`src/rtl/if_prefetch_stage.sv`:
```
// Instruction-fetch stage: sequential prefetch into a DEPTH-entry queue feeding decode.
// Define IF_MISALIGN_TRAP_EN to trap redirects to misaligned targets (adds misalign_o/misalign_pc_o).
module if_prefetch_stage #(
  parameter int unsigned           DATA_WIDTH = 32,
  parameter int unsigned           ADDR_WIDTH = 16,
  parameter int unsigned           DEPTH      = 4,
  parameter logic [DATA_WIDTH-1:0] RESET_PC   = '0,
  parameter logic [DATA_WIDTH-1:0] NOP_INSTR  = DATA_WIDTH'(32'h0000_0013)
) (
  input  logic                  clk,
  input  logic                  rst,
  input  logic                  brj_i,
  input  logic [DATA_WIDTH-1:0] brj_pc_i,
  output logic                  instr_req_o,
  output logic [ADDR_WIDTH-1:0] instr_addr_o,
  input  logic                  instr_gnt_i,
  input  logic                  instr_rvalid_i,
  input  logic [DATA_WIDTH-1:0] instr_rdata_i,
  output logic                  d_valid_o,
  input  logic                  d_ready_i,
  output logic [DATA_WIDTH-1:0] d_instruction_o,
  output logic [DATA_WIDTH-1:0] d_pc_o,
  output logic [DATA_WIDTH-1:0] d_pc4_o,
  output logic                  flush_o
`ifdef IF_MISALIGN_TRAP_EN
  ,
  output logic                  misalign_o,
  output logic [DATA_WIDTH-1:0] misalign_pc_o
`endif
);

  localparam int unsigned PTR_W = $clog2(DEPTH);
  localparam int unsigned CNT_W = PTR_W + 1;
  localparam logic [CNT_W:0]          DEPTH_C  = (CNT_W + 1)'(DEPTH);
  localparam logic [CNT_W-1:0]        FULL_C   = CNT_W'(DEPTH);
  localparam logic [DATA_WIDTH-1:0]   PC_INC   = DATA_WIDTH'(4);
  localparam logic [PTR_W-1:0]        PTR_ONE  = PTR_W'(1);

  // Architectural state
  logic [DATA_WIDTH-1:0] r_pc;
  logic [CNT_W-1:0]      r_count;
  logic [CNT_W-1:0]      r_outstanding;
  logic [CNT_W-1:0]      r_drop;
  logic                  r_flush;
  logic [PTR_W-1:0]      r_q_wptr;
  logic [PTR_W-1:0]      r_q_rptr;
  logic [PTR_W-1:0]      r_s_wptr;
  logic [PTR_W-1:0]      r_s_rptr;

  // Storage (no reset needed; guarded by count/outstanding)
  logic [DATA_WIDTH-1:0] r_q_pc    [DEPTH];
  logic [DATA_WIDTH-1:0] r_q_instr [DEPTH];
  logic [DATA_WIDTH-1:0] r_s_pc    [DEPTH];

  // Next-state and control wires
  logic [DATA_WIDTH-1:0] w_pc_next;
  logic [CNT_W-1:0]      w_count_next;
  logic [CNT_W-1:0]      w_outstanding_next;
  logic [CNT_W-1:0]      w_drop_next;
  logic [PTR_W-1:0]      w_q_wptr_next;
  logic [PTR_W-1:0]      w_q_rptr_next;
  logic [PTR_W-1:0]      w_s_wptr_next;
  logic [PTR_W-1:0]      w_s_rptr_next;
  logic [CNT_W:0]        w_credit_used;
  logic [DATA_WIDTH-1:0] w_brj_pc;
  logic                  w_halt;
  logic                  w_grant;
  logic                  w_push;
  logic                  w_pop;
  logic                  w_resp_drop;
  logic [DATA_WIDTH-1:0] w_head_pc;

`ifdef IF_MISALIGN_TRAP_EN
  logic                  r_misalign;
  logic [DATA_WIDTH-1:0] r_misalign_pc;
  logic                  w_brj_misaligned;

  assign w_brj_pc         = brj_pc_i;
  assign w_brj_misaligned = (brj_pc_i[1:0] != 2'b00);
  assign w_halt           = r_misalign;

  // Sticky until reset or an aligned redirect
  always_ff @(posedge clk or posedge rst) begin
    if (rst) begin
      r_misalign    <= 1'b0;
      r_misalign_pc <= '0;
    end else if (brj_i) begin
      r_misalign <= w_brj_misaligned;
      if (w_brj_misaligned) begin
        r_misalign_pc <= brj_pc_i;
      end
    end
  end

  assign misalign_o    = r_misalign;
  assign misalign_pc_o = r_misalign_pc;
`else
  assign w_brj_pc = brj_pc_i & ~DATA_WIDTH'(3);
  assign w_halt   = 1'b0;
`endif

  // Credit counts every in-flight request, including ones to be dropped
  assign w_credit_used = {1'b0, r_count} + {1'b0, r_outstanding};
  assign instr_req_o   = !rst && !brj_i && !w_halt && (w_credit_used < DEPTH_C);
  assign instr_addr_o  = r_pc[ADDR_WIDTH-1:0];

  assign w_grant     = instr_req_o && instr_gnt_i;
  assign w_resp_drop = instr_rvalid_i && (r_drop != '0);
  assign w_push      = instr_rvalid_i && (r_drop == '0) && !brj_i;
  assign w_pop       = d_valid_o && d_ready_i && !brj_i;

  always_comb begin
    w_pc_next          = r_pc;
    w_count_next       = r_count;
    w_drop_next        = r_drop;
    w_q_wptr_next      = r_q_wptr;
    w_q_rptr_next      = r_q_rptr;
    w_s_wptr_next      = r_s_wptr;
    w_s_rptr_next      = r_s_rptr;
    w_outstanding_next = r_outstanding + CNT_W'(w_grant) - CNT_W'(instr_rvalid_i);

    // Side FIFO tracks every request regardless of redirects
    if (w_grant) begin
      w_s_wptr_next = r_s_wptr + PTR_ONE;
    end
    if (instr_rvalid_i) begin
      w_s_rptr_next = r_s_rptr + PTR_ONE;
    end

    if (brj_i) begin
      w_pc_next     = w_brj_pc;
      w_count_next  = '0;
      w_q_wptr_next = '0;
      w_q_rptr_next = '0;
      w_drop_next   = w_outstanding_next;
    end else begin
      if (w_grant) begin
        w_pc_next = r_pc + PC_INC;
      end
      w_count_next = r_count + CNT_W'(w_push) - CNT_W'(w_pop);
      if (w_push) begin
        w_q_wptr_next = r_q_wptr + PTR_ONE;
      end
      if (w_pop) begin
        w_q_rptr_next = r_q_rptr + PTR_ONE;
      end
      w_drop_next = r_drop - CNT_W'(w_resp_drop);
    end
  end

  always_ff @(posedge clk or posedge rst) begin
    if (rst) begin
      r_pc          <= RESET_PC;
      r_count       <= '0;
      r_outstanding <= '0;
      r_drop        <= '0;
      r_flush       <= 1'b0;
      r_q_wptr      <= '0;
      r_q_rptr      <= '0;
      r_s_wptr      <= '0;
      r_s_rptr      <= '0;
    end else begin
      r_pc          <= w_pc_next;
      r_count       <= w_count_next;
      r_outstanding <= w_outstanding_next;
      r_drop        <= w_drop_next;
      r_flush       <= brj_i;
      r_q_wptr      <= w_q_wptr_next;
      r_q_rptr      <= w_q_rptr_next;
      r_s_wptr      <= w_s_wptr_next;
      r_s_rptr      <= w_s_rptr_next;
    end
  end

  always_ff @(posedge clk) begin
    if (w_grant) begin
      r_s_pc[r_s_wptr] <= r_pc;
    end
    if (w_push) begin
      r_q_pc[r_q_wptr]    <= r_s_pc[r_s_rptr];
      r_q_instr[r_q_wptr] <= instr_rdata_i;
    end
  end

  assign w_head_pc       = r_q_pc[r_q_rptr];
  assign d_valid_o       = (r_count != '0);
  assign flush_o         = r_flush;
  assign d_instruction_o = d_valid_o ? r_q_instr[r_q_rptr] : NOP_INSTR;
  assign d_pc_o          = d_valid_o ? w_head_pc : '0;
  assign d_pc4_o         = d_valid_o ? (w_head_pc + PC_INC) : '0;

  // Credit rule makes a push into a full queue impossible
  assert property (@(posedge clk) disable iff (rst) !(w_push && !w_pop && (r_count == FULL_C)));
  assert property (@(posedge clk) disable iff (rst) !(instr_rvalid_i && (r_outstanding == '0)));
  assert property (@(posedge clk) disable iff (rst) r_drop <= r_outstanding);

endmodule
```
`config.mk`:
```
export PLATFORM = sky130hd
export DESIGN_NAME = if_prefetch_stage
export DESIGN_NICKNAME = d
export VERILOG_FILES = /design/src/rtl/if_prefetch_stage.sv
export SDC_FILE = /design/constraint.sdc
export NUM_CORES = 1
export LEC_CHECK = 0
export BUFFER_PORTS_ARGS = -buffer_cell sky130_fd_sc_hd__buf_2
export CAP_MARGIN = 10
export CORE_UTILIZATION = 35
export DETAILED_ROUTE_END_ITERATION = 12
export SETUP_SLACK_MARGIN = 0.2
export SLEW_MARGIN = 5
export SYNTH_ARGS = -nofsm -noshare
export SYNTH_HDL_FRONTEND = slang
export SYNTH_SLANG_ARGS = --single-unit
```
`constraint.sdc`:
```
create_clock -name clk -period 3.1 [get_ports clk]
set_clock_uncertainty 0.1 [all_clocks]
set_input_delay 0.155 -clock clk [delete_from_list [all_inputs] [get_ports clk]]
set_output_delay 0.155 -clock clk [all_outputs]
set_load 0.02 [all_outputs]
```
==> load_flow_metrics.sql <==
INSERT INTO impl_metrics (metric_group, metric, value, unit) VALUES
('clock_network', 'clkSinkCount', '416', ''),
('final_layout', 'post_synthesis_to_final_layout_area_growth', '26.2', '%'),
('routing', 'vias_per_inst', '4.99', ''),
('final_layout', 'finalNetCount', '1390', ''),
('sta', 'rsz0062_at_grt', 'true', ''),
('synthesis', 'ys_types', '46', ''),
('worst_setup_path', 'critical_path_arrival', '3.14', 'ns'),
('routing', 'dr.first_iter.drc_count', '606', ''),
('sta', 'finalHoldViolCount', '0', ''),
('final_layout', 'drive_gt1_share', '34.8', '%'),
('clock_network', 'numCtsBuffers', '44', ''),
('synthesis', 'synthArstFlopShare', '11.5', '%'),
('synthesis', 'synth.cell_area', '17400', 'sq um'),
('power', 'power-per-cell-area', '803', 'nW/um^2'),
('global_routing', 'grt_overflow', '0', ''),
('clock_network', 'cts_tree', 'built', ''),
('power', 'cellLeakagePower', '7.83', 'nW'),
('placement', 'place_area', '19300', 'sq um'),
('routing', 'vias', '9974', ''),
('floorplan', 'die-area', '50700', 'sq um'),
('worst_setup_path', 'worstSetupEndpointType', 'primary output', ''),
('sta', 'final.hold.worst_slack', '0.230', 'ns'),
('synthesis', 'synth.avg_cell_area', '17.4', 'sq um'),
('synthesis', 'yosysWarningCount', '0', ''),
('routing', 'route.detailed.wl_per_inst', '20.1', 'um'),
('placement', 'place.detailed.hpwl', '25300', 'um'),
('synthesis', 'ys_seq_elements', '416', ''),
('run_status', 'violations', 'negative setup slack', ''),
('worst_setup_path', 'critPathRequiredTime', '2.84', 'ns'),
('synthesis', 'number_of_enable_flip_flop_cells_after_synthesis', '368', ''),
('floorplan', 'top_level_ports', '185', ''),
('clock_network', 'cts.reportedPaths.clkPinSlew', '0.06', 'ns'),
('synthesis', 'synthCells', '1001', ''),
('routing', 'drt_pre_antenna_iters', '6', ''),
('sta', 'post_route_fraction_of_the_period_consumed_by_the_critical_path', '110', '%'),
('sta', 'setup_viol_count_final', '19', ''),
('clock_network', 'cts.root.buffer_cell', 'sky130_fd_sc_hd__clkbuf_16', ''),
('floorplan', 'dieHeight', '225', 'um'),
('global_routing', 'first_pass_grt_wire_length', '61000', 'um'),
('sta', 'fmax', '295', 'MHz'),
('run_status', 'outcome', 'finished with violations', ''),
('final_layout', 'sequential_standard_cell_area', '12300', 'sq um'),
('min_path', 'min-delay-path-class', 'in -> async', ''),
('global_routing', 'grt_start_max_net_pins', '63', ''),
('placement', 'globalplace.congestion', '0.772', ''),
('flow_run', 'drv_cap', '0', ''),
('routing', 'drc_violation_count_after_routing', '0', ''),
('floorplan', 'die_width', '225', 'um'),
('synthesis', 'synth-main-ff-cell', 'sky130_fd_sc_hd__edfxtp_1', ''),
('clock_network', 'clk_latency', '0.57', 'ns'),
('power', 'ir_worst_vdd', '0.474', 'mV'),
('floorplan', 'placeableCoreArea', '49100', 'sq um'),
('sta', 'drv_slew', '0', ''),
('placement', 'placement.io_buffers', '176', ''),
('sta', 'tightestPinTransition', '0.842', 'ns'),
('sta', 'pnr_worst_setup_slack', '-0.295', 'ns'),
('clock_network', 'htreeDepth', '2', ''),
('worst_setup_path', 'path_max_fanout', '8', ''),
('synthesis', 'synth_sequential_area_ratio', '70.2', '%'),
('final_layout', 'multi_input_area', '5030', 'sq um'),
('worst_setup_path', 'worstSetupStartpointType', 'flop', ''),
('routing', 'aggregate_routed_wire_length', '40100', 'um'),
('global_routing', 'grt_antenna_before_repair', '0', ''),
('routing', 'drt.antenna.violating_nets', '0', ''),
('sta', 'relSlewSlack', '43.8', '%'),
('floorplan', 'std_cell_rows', '81', ''),
('clock_network', 'max-clock-path-buffers', '3', ''),
('worst_setup_path', 'path_class', 'reg -> out', ''),
('sta', 'period_needed', '3.39', 'ns'),
('global_routing', 'groute.usage.overall', '16.0', '%'),
('final_layout', 'design_area', '22000', 'sq um'),
('global_routing', 'number_of_global_route_vias_before_repair', '10200', ''),
('final_layout', 'layout.filler_cells', '4339', ''),
('floorplan', 'initial_utilization', '35.6', '%');
[cell usage after synthesis (11+ instances only)]
master / count / share of area [%]
sky130_fd_sc_hd__edfxtp_1: 368 / 63
sky130_fd_sc_hd__a21oi_1: 12 / 0.34
sky130_fd_sc_hd__o311ai_0: 12 / 0.60
sky130_fd_sc_hd__mux4_2: 81 / 10
sky130_fd_sc_hd__xor2_1: 15 / 0.75
sky130_fd_sc_hd__mux4_1: 11 / 1.7
sky130_fd_sc_hd__inv_1: 22 / 0.47
sky130_fd_sc_hd__dfrtp_1: 48 / 6.9
sky130_fd_sc_hd__nand2_1: 50 / 1.1
sky130_fd_sc_hd__ha_1: 18 / 1.3
sky130_fd_sc_hd__buf_4: 22 / 0.95
sky130_fd_sc_hd__nor2_1: 40 / 0.86
sky130_fd_sc_hd__nand3_1: 23 / 0.66
sky130_fd_sc_hd__nand4_1: 12 / 0.43
sky130_fd_sc_hd__or4_1: 12 / 0.52
sky130_fd_sc_hd__clkbuf_1: 30 / 0.65
sky130_fd_sc_hd__and3_1: 13 / 0.47
sky130_fd_sc_hd__xnor2_1: 13 / 0.65
sky130_fd_sc_hd__and2_1: 69 / 2.5
sky130_fd_sc_hd__o21ai_0: 28 / 0.80
[state kept, by name, indices dropped and copies added, names as in the netlist]
name           count
r_pc              30
r_drop             3
r_s_pc           120
r_s_rptr           2
r_q_pc           120
r_s_wptr           2
r_outstanding      3
r_q_instr        128
flush_o            1
r_q_rptr           2
r_q_wptr           2
r_count            3
[final cells by class]
class,count,area share (%)
Clock buffer,57,5.27
Sequential cell,416,55.7
Antenna cell,1,0.0114
Multi-Input combinational cell,498,22.8
Inverter,22,0.375
Timing Repair Buffer,318,11.2
Tap cell,664,3.77
Clock inverter,22,0.841
[power by group]
part           leakage [nW]  internal, mW  switching [mW]
combinational          3.27          2.47            3.18
sequential             3.90          6.72           0.355
clock                 0.655          2.82            2.13
total                  7.83          12.0            5.67
[critical path, stage by stage, from the launching register on]
cell,delay (ns)
sky130_fd_sc_hd__dfrtp_4,0.55
sky130_fd_sc_hd__buf_12,0.17
sky130_fd_sc_hd__mux4_2,0.38
sky130_fd_sc_hd__nand4_4,0.19
sky130_fd_sc_hd__or4_4,0.52
sky130_fd_sc_hd__or4_4,0.42
sky130_fd_sc_hd__a21oi_2,0.17
sky130_fd_sc_hd__buf_6,0.14
[metal layers]
layer,wire length (um),global-route usage (%),vias up
li1,-,-,4506
met3,2520,3.51,58
met5,0,0,-
met4,888,4.37,0
met2,18800,25.1,320
met1,17900,22.3,5090
[layout by cell type, fill, tap and decap left out, types with 4 or more instances in the layout]
| cell type | instances |
|---|---|
| sky130_fd_sc_hd__a21oi_1 | 6 |
| sky130_fd_sc_hd__a21oi_2 | 5 |
| sky130_fd_sc_hd__a221o_1 | 8 |
| sky130_fd_sc_hd__and2_1 | 64 |
| sky130_fd_sc_hd__and2_2 | 4 |
| sky130_fd_sc_hd__and3_1 | 10 |
| sky130_fd_sc_hd__and4_1 | 4 |
| sky130_fd_sc_hd__buf_12 | 15 |
| sky130_fd_sc_hd__buf_2 | 151 |
| sky130_fd_sc_hd__buf_4 | 72 |
| sky130_fd_sc_hd__buf_6 | 10 |
| sky130_fd_sc_hd__clkbuf_1 | 12 |
| sky130_fd_sc_hd__clkbuf_16 | 44 |
| sky130_fd_sc_hd__clkinv_1 | 10 |
| sky130_fd_sc_hd__clkinv_2 | 6 |
| sky130_fd_sc_hd__conb_1 | 6 |
| sky130_fd_sc_hd__dfrtp_1 | 44 |
| sky130_fd_sc_hd__dlygate4sd3_1 | 67 |
| sky130_fd_sc_hd__edfxtp_1 | 368 |
| sky130_fd_sc_hd__ha_1 | 17 |
| sky130_fd_sc_hd__inv_1 | 20 |
| sky130_fd_sc_hd__mux2_4 | 8 |
| sky130_fd_sc_hd__mux4_1 | 4 |
| sky130_fd_sc_hd__mux4_2 | 88 |
| sky130_fd_sc_hd__nand2_1 | 48 |
| sky130_fd_sc_hd__nand3_1 | 19 |
| sky130_fd_sc_hd__nand4_1 | 12 |
| sky130_fd_sc_hd__nor2_1 | 39 |
| sky130_fd_sc_hd__nor2b_1 | 10 |
| sky130_fd_sc_hd__nor3_1 | 5 |
| sky130_fd_sc_hd__o21ai_0 | 28 |
| sky130_fd_sc_hd__o311ai_0 | 12 |
| sky130_fd_sc_hd__o31ai_1 | 7 |
| sky130_fd_sc_hd__or4_4 | 11 |
| sky130_fd_sc_hd__xnor2_1 | 12 |
| sky130_fd_sc_hd__xor2_1 | 15 |
[cells by family (layout without fill, tap and decap cells)]
group	Yosys count	after routing	synth area share, %
flops	416	416	70.2
xor+xnor	28	28	1.41
simple gates	264	264	8.33
fa+ha+maj	20	20	1.52
mux	103	103	12.8
compound gates	77	77	2.94
other cells	1	7	0.0215
buf+inv	92	419	2.75
[stage by stage]
step                      instances  total power, mW  setup WS (ns)  utilization [%]  setup TNS, ns
after CTS                      1981             17.7         -0.367             44.4          -4.93
after global routing           1997             18.5         -0.388             44.9          -5.97
after floorplan                1006             10.5          0.204                -              0
after global placement         1821             12.2         0.0921             39.3              0
after detailed placement       1821             12.3         0.0126             39.3              0
final                          1998             17.7         -0.295             44.9          -3.75
[what timing repair did]
item                       CTS  global route
hold buffers                67             0
buffers inserted            12            16
setup endpoints to repair   42            29
hold endpoints to repair   197             0
resized for setup           77            39
cloned                       2             0
pin swaps                   15            14
[final timing paths]
kind	cells after the start	from	to	slack (ns)
min in group clk	5	instr_gnt_i	r_s_wptr[1]	0.23
max	7	r_q_rptr[0]	d_pc4_o[27]	-0.29
max reg2reg	11	r_count[2]	r_drop[2]	0.36
min	3	rst	r_pc[24]	0.23
min reg2reg	1	r_outstanding[0]	r_outstanding[0]	0.43
max in group asynchronous	4	rst	r_pc[12]	1.95
Note: power is estimated with default switching activity, not from simulation.
